### src/rtl/ah_arbitrated_multiplexor_8_8_pkg.sv
// Shared constants and helpers for the round-robin arbitrated multiplexor.
package ah_mux_pkg;

   localparam int AH_DATA_WIDTH   = 8;
   localparam int AH_NUM_CHANNELS = 8;
   localparam int AH_PTR_W        = $clog2(AH_NUM_CHANNELS);
   localparam int AH_ONEHOT_MAX   = 32;

   // Wide enough for any supported channel count; callers keep the low bits.
   function automatic logic [AH_ONEHOT_MAX-1:0] idx_to_onehot(input logic [31:0] idx);
      return {{(AH_ONEHOT_MAX-1){1'b0}}, 1'b1} << idx;
   endfunction

endpackage

### src/rtl/ah_arbitrated_multiplexor_8_8_if.sv
// Many-to-one stream bundle: per-channel producer side plus the shared output side.
interface ah_mux_if
   import ah_mux_pkg::*;
#(
   parameter int DATA_WIDTH   = AH_DATA_WIDTH,
   parameter int NUM_CHANNELS = AH_NUM_CHANNELS
) ();

   logic [NUM_CHANNELS*DATA_WIDTH-1:0] in_data;
   logic [NUM_CHANNELS-1:0]            in_valid;
   logic [NUM_CHANNELS-1:0]            in_ready;
   logic [DATA_WIDTH-1:0]              out_data;
   logic                               out_valid;
   logic                               out_ready;
   logic [NUM_CHANNELS-1:0]            out_select;

   modport master (
      output in_data, in_valid, out_ready,
      input  in_ready, out_data, out_valid, out_select
   );

   modport slave (
      input  in_data, in_valid, out_ready,
      output in_ready, out_data, out_valid, out_select
   );

endinterface

### src/rtl/ah_arbitrated_multiplexor_8_8_arbiter.sv
// Combinational round-robin arbiter: first requester after last_grant, wrapping.
module ah_round_robin_arbiter
   import ah_mux_pkg::*;
#(
   parameter int NUM_CHANNELS = AH_NUM_CHANNELS
) (
   input  logic [NUM_CHANNELS-1:0]         request,
   input  logic [$clog2(NUM_CHANNELS)-1:0] last_grant,
   input  logic                            enable,
   output logic [NUM_CHANNELS-1:0]         grant_oh,
   output logic [$clog2(NUM_CHANNELS)-1:0] grant_idx,
   output logic                            grant_valid
);

   localparam int PTR_W = $clog2(NUM_CHANNELS);

   logic                     found;
   logic [PTR_W-1:0]         idx;
   logic [PTR_W-1:0]         cand;
   logic [AH_ONEHOT_MAX-1:0] oh_wide;
   logic                     unused_oh_hi;

   always_comb begin
      found = 1'b0;
      idx   = '0;
      cand  = '0;
      for (int k = 1; k <= NUM_CHANNELS; k++) begin
         cand = PTR_W'((int'(last_grant) + k) % NUM_CHANNELS);
         if (!found && request[cand]) begin
            found = 1'b1;
            idx   = cand;
         end
      end
   end

   assign oh_wide      = idx_to_onehot(32'(idx));
   assign unused_oh_hi = &{1'b0, oh_wide};

   assign grant_valid = found & enable;
   assign grant_idx   = idx;
   assign grant_oh    = grant_valid ? oh_wide[NUM_CHANNELS-1:0] : '0;

endmodule

### src/rtl/ah_arbitrated_multiplexor_8_8.sv
// Round-robin N:1 stream multiplexor with a single registered output stage
// and a one-hot source tag that a downstream demux can use as its select.
module ah_arbitrated_multiplexor_8_8
   import ah_mux_pkg::*;
#(
   parameter int DATA_WIDTH   = AH_DATA_WIDTH,
   parameter int NUM_CHANNELS = AH_NUM_CHANNELS
) (
   input logic    clk,
   input logic    reset,
   ah_mux_if.slave bus
);

   localparam int PTR_W = $clog2(NUM_CHANNELS);

   logic [PTR_W-1:0]        last_grant;
   logic                    load;
   logic [NUM_CHANNELS-1:0] grant_oh;
   logic [PTR_W-1:0]        grant_idx;
   logic                    grant_valid;
   logic [DATA_WIDTH-1:0]   sel_data;

   logic [DATA_WIDTH-1:0]   out_data_q;
   logic [NUM_CHANNELS-1:0] out_select_q;
   logic                    out_valid_q;

   assign load = !out_valid_q || bus.out_ready;

   // Reset masks the grant so no producer sees a handshake in the reset cycle.
   ah_round_robin_arbiter #(
      .NUM_CHANNELS (NUM_CHANNELS)
   ) u_arbiter (
      .request     (bus.in_valid),
      .last_grant  (last_grant),
      .enable      (load && !reset),
      .grant_oh    (grant_oh),
      .grant_idx   (grant_idx),
      .grant_valid (grant_valid)
   );

   always_comb begin
      sel_data = '0;
      for (int i = 0; i < NUM_CHANNELS; i++) begin
         if (grant_oh[i]) begin
            sel_data = sel_data | bus.in_data[i*DATA_WIDTH +: DATA_WIDTH];
         end
      end
   end

   always_ff @(posedge clk) begin
      if (reset) begin
         out_valid_q  <= 1'b0;
         out_data_q   <= '0;
         out_select_q <= '0;
         last_grant   <= PTR_W'(NUM_CHANNELS - 1);
      end else if (load) begin
         if (grant_valid) begin
            out_valid_q  <= 1'b1;
            out_data_q   <= sel_data;
            out_select_q <= grant_oh;
            last_grant   <= grant_idx;
         end else begin
            out_valid_q  <= 1'b0;
            out_data_q   <= '0;
            out_select_q <= '0;
         end
      end
   end

   assign bus.in_ready   = grant_oh;
   assign bus.out_data   = out_data_q;
   assign bus.out_valid  = out_valid_q;
   assign bus.out_select = out_select_q;

endmodule

### src/flat_wrapper.sv
// flat-port wrapper written by rule: the top's interface ports become plain ports
module ah_arbitrated_multiplexor_8_8_flat import ah_mux_pkg::*;
#(
   parameter int DATA_WIDTH   = AH_DATA_WIDTH,
   parameter int NUM_CHANNELS = AH_NUM_CHANNELS
)
  (clk, reset, bus_in_data, bus_in_valid, bus_out_ready, bus_in_ready, bus_out_data, bus_out_valid, bus_out_select);
  ah_mux_if #(.DATA_WIDTH(DATA_WIDTH), .NUM_CHANNELS(NUM_CHANNELS)) bus_i ();
  input logic clk;
  input logic reset;
  input wire logic [$bits(bus_i.in_data)-1:0] bus_in_data;
  input wire logic [$bits(bus_i.in_valid)-1:0] bus_in_valid;
  input wire logic [$bits(bus_i.out_ready)-1:0] bus_out_ready;
  output wire logic [$bits(bus_i.in_ready)-1:0] bus_in_ready;
  output wire logic [$bits(bus_i.out_data)-1:0] bus_out_data;
  output wire logic [$bits(bus_i.out_valid)-1:0] bus_out_valid;
  output wire logic [$bits(bus_i.out_select)-1:0] bus_out_select;
  assign bus_i.in_data = bus_in_data;
  assign bus_i.in_valid = bus_in_valid;
  assign bus_i.out_ready = bus_out_ready;
  assign bus_in_ready = bus_i.in_ready;
  assign bus_out_data = bus_i.out_data;
  assign bus_out_valid = bus_i.out_valid;
  assign bus_out_select = bus_i.out_select;
  ah_arbitrated_multiplexor_8_8 #(.DATA_WIDTH(DATA_WIDTH), .NUM_CHANNELS(NUM_CHANNELS)) u_core (.clk(clk), .reset(reset), .bus(bus_i));
endmodule
### config.mk
export PLATFORM = sky130hd
export DESIGN_NAME = ah_arbitrated_multiplexor_8_8_flat
export DESIGN_NICKNAME = d
export VERILOG_FILES = /design/src/rtl/ah_arbitrated_multiplexor_8_8_pkg.sv /design/src/rtl/ah_arbitrated_multiplexor_8_8_if.sv /design/src/rtl/ah_arbitrated_multiplexor_8_8_arbiter.sv /design/src/rtl/ah_arbitrated_multiplexor_8_8.sv /design/src/flat_wrapper.sv
export SDC_FILE = /design/constraint.sdc
export NUM_CORES = 1
export LEC_CHECK = 0
export CAP_MARGIN = 20
export CORE_ASPECT_RATIO = 0.7
export CORE_MARGIN = 5
export CORE_UTILIZATION = 45
export CTS_CLUSTER_SIZE = 12
export DETAILED_ROUTE_END_ITERATION = 10
export GPL_ROUTABILITY_DRIVEN = 0
export HOLD_SLACK_MARGIN = 0.12
export MAX_ROUTING_LAYER = met4
export PLACE_DENSITY = 0.8
export SLEW_MARGIN = 20
export SYNTH_ARGS = -nofsm -noshare
export SYNTH_HDL_FRONTEND = slang
export SYNTH_SLANG_ARGS = --single-unit
### constraint.sdc
create_clock -name clk -period 5.9 [get_ports clk]
set_input_delay 1.18 -clock clk [delete_from_list [all_inputs] [get_ports clk]]
set_output_delay 1.18 -clock clk [all_outputs]
set_load 0.01 [all_outputs]
==> impl_metrics.csv <==
group,metric,value,unit
worst_setup_path,crit_start,"u_core.last_grant[0]",
worst_hold_path,min_path_type,"flop to flop",
detailed_routing,num_vias,2691,
sta,fmax,0.175,GHz
sta,finalCriticalPeriod,5730,ps
detailed_routing,firstDrtPassIters,5,
logic_synthesis,synth.most_common_cell,"mux2i_1",
detailed_routing,antenna_left,0,
die,io_pins,100,
cts,htreeDepth,1,
cts,root_buffer,"clkbuf_8",
logic_synthesis,synth_top_family_by_area,"multiplexers",
job,drv_cap,0,
worst_setup_path,critPathMaxFanout,16,
cts,cts_buffers,3,
worst_setup_path,cp_top_family,"simple AND/OR/NAND/NOR gates",
die,die_h,72.8,µm
logic_synthesis,synth_seq_cells,20,
logic_synthesis,synth_xor_area_share,1.68,%
pwr,p_leak,0.00158,µW
logic_synthesis,avgSynthCellArea,9.53,µm²
worst_setup_path,path_buf_inv,2,
cts,tritoncts,"yes",
worst_setup_path,crit_required,4720,ps
detailed_routing,drc,0,
logic_synthesis,syn_inst,266,
worst_setup_path,worst_path_max_delay_cell,"ha_1",
logic_synthesis,yosysTopAreaCell,"dfxtp_1",
finish,n_antenna_cell,0,
pwr,p_per_area,666,nW/µm²
logic_synthesis,yosysTopAreaCellShare,15.8,%
logic_synthesis,synth-compound-area-share,20.8,%
die,die_area,7260,µm²
global_routing,grt_pass1_wl,13500,µm
worst_setup_path,cpPeakStageDelay,750,ps
pwr,vdd_drop_max,478,µV
detailed_routing,routed_via_density,6.07,
logic_synthesis,synthSimpleGateAreaFrac,19.0,%
logic_synthesis,yosysSeqAreaShare,15.8,%
die,die_w,99.7,µm
logic_synthesis,synth-main-ff-cell,"dfxtp_1",
logic_synthesis,synth-adder-area-share,0.987,%
sta,tightestPinTransition,1070,ps
sta,grt_setup_unrepaired,"no",
sta,fin_skew,4.49,ps
worst_hold_path,hp-start,"u_core.bus.out_select[4]",
detailed_routing,drt_iter0_markers,258,
die,row_count,22,
cts,clk_latency,260,ps
logic_synthesis,synth_edf_count,0,
sta,drv_slew,0,
worst_setup_path,critPathLaunchType,"flop",
logic_synthesis,yosysWarnings,0,
sta,hold_viol,0,
cts,cts_sinks,20,
logic_synthesis,syn_nets,343,
worst_setup_path,cp-end-kind,"output port",
worst_setup_path,cp_cell_sequence,"inv_2 -> ha_1 -> mux4_2 -> mux2_4 -> or4b_1 -> or3_1 -> a32oi_4 -> o211ai_2 -> nor2_1 -> clkdlybuf4s50_1",
logic_synthesis,synthArstFlopShare,0,%
logic_synthesis,yosysUniqueCellTypes,63,
sta,holdWs,455,ps
logic_synthesis,synthesis.area,2530,µm²
worst_setup_path,crit_type,"flop to output port",
die,core_area,5340,µm²
finish,layout.nets,449,
cts,cts_buffer_depth,2,
global_routing,antenna_found_initial,0,
global_routing,first_global_vias,2675,
sta,min_period_over_period,97.0,%
die,start_util,47.5,%
logic_synthesis,synth_mux_area_share,35.2,%
global_routing,grt_overflow_total,0,
global_routing,track_usage,23.5,%
detailed_routing,wl_per_cell,19.1,µm
cts,clk_transition_reported_paths,80,ps
placed_design,io_buffer_count,99,
global_routing,grt_max_degree,18,
sta,setup_viol,0,
sta,relSlewSlack,28.7,%
finish,drive_above_1_share,19.4,%
detailed_routing,routed_wl,8470,µm
logic_synthesis,synth_common_cells,"mux2i_1 (29), dfxtp_1 (20), a21oi_1 (19)",
sta,tns,0,ps
finish,area_growth,47.3,%
worst_setup_path,cp.arrival,4550,ps
outcome,outcome,"complete, no violations",
placed_design,dp_hpwl,6620,µm
worst_setup_path,r2r-start,"u_core.last_grant[0]",
logic_synthesis,synth_area_leaders,"dfxtp_1 (16%), mux2i_1 (11%), mux4_2 (9.8%)",
==> cell usage in the layout (no fill, tap or decap), types with 3 or more instances in the layout <==
cell type         n
nand2_1           6
inv_1             5
and2b_2           3
o21ai_0          18
dlygate4sd2_1     6
nor2_1           12
a21o_1            8
clkbuf_8          3
a21oi_1          19
a2111o_1          8
dfxtp_1          20
nor3_1            6
mux2_2            7
buf_4            22
clkdlybuf4s50_1  91
and2_1            8
mux4_1            7
nand2b_1          8
and3_2            3
mux2i_1          29
nand3_1          17
mux4_2           12
==> what timing repair did <==
action,4_1_cts,5_1_grt
pin swaps,0,0
setup buffers,0,0
hold endpoints to repair,0,0
hold buffers,0,0
setup endpoints to repair,4,8
gates resized for setup,8,3
==> final timing paths <==
check	depth (start not counted)	slack [ps]	end
setup / recovery	10	170	bus_in_ready[4]
hold reg to reg	1	450	u_core.bus.out_select[4]
setup reg to reg	12	1500	u_core.bus.out_data[6]
hold / removal	1	450	u_core.bus.out_select[4]
==> cells by family (layout without fill, tap and decap cells) <==
logic type / count (synthesis) / in the layout
mux: 60 / 60
simple gates: 80 / 80
xor+xnor: 4 / 4
compound gates: 74 / 74
buf+inv: 26 / 131
flops: 20 / 20
fa+ha+maj: 2 / 2
==> through the flow <==
step	utilization, %	power (µW)	worst slack, ps	instances	area (µm²)
after CTS	69.8	2450	4.85	443	3730
after global routing	69.9	2660	8.26	443	3730
after floorplan	-	1770	881	266	2530
after detailed placement	68.4	2290	-46.8	439	3650
final	69.9	2490	175	443	3730
after global placement	68.4	2260	67.4	439	3650
==> registers in the layout (all words and copies together) (netlist names) <==
signal,cells
u_core.bus.out_select,8
u_core.bus.out_data,8
u_core.bus.out_valid,1
u_core.last_grant,3
==> power by group <==
| group | leakage (µW) | switching, µW | internal, µW |
|---|---|---|---|
| logic | 0.00138 | 1110 | 1020 |
| registers | 0.000165 | 30.7 | 190 |
| clock network | 0.0000357 | 45.8 | 90.5 |
==> layer usage <==
layer	share of wire (%)	GRT usage, %	up-vias
li1	-	-	1254
met4	2.0	5.91	0
met2	46	36.5	151
met5	0	-	-
met1	43	31.0	1270
met3	8.6	5.25	16
==> layout make-up <==
type | count | area, µm²
Multi-Input combinational cell | 220 | 2000
Inverter | 6 | 22.5
Fill cell | 412 | 1610
Timing Repair Buffer | 121 | 1150
Clock buffer | 3 | 41.3
Tap cell | 72 | 90.1
Clock inverter | 1 | 30.0
Sequential cell | 20 | 400
(Power assumes the default switching activity.)
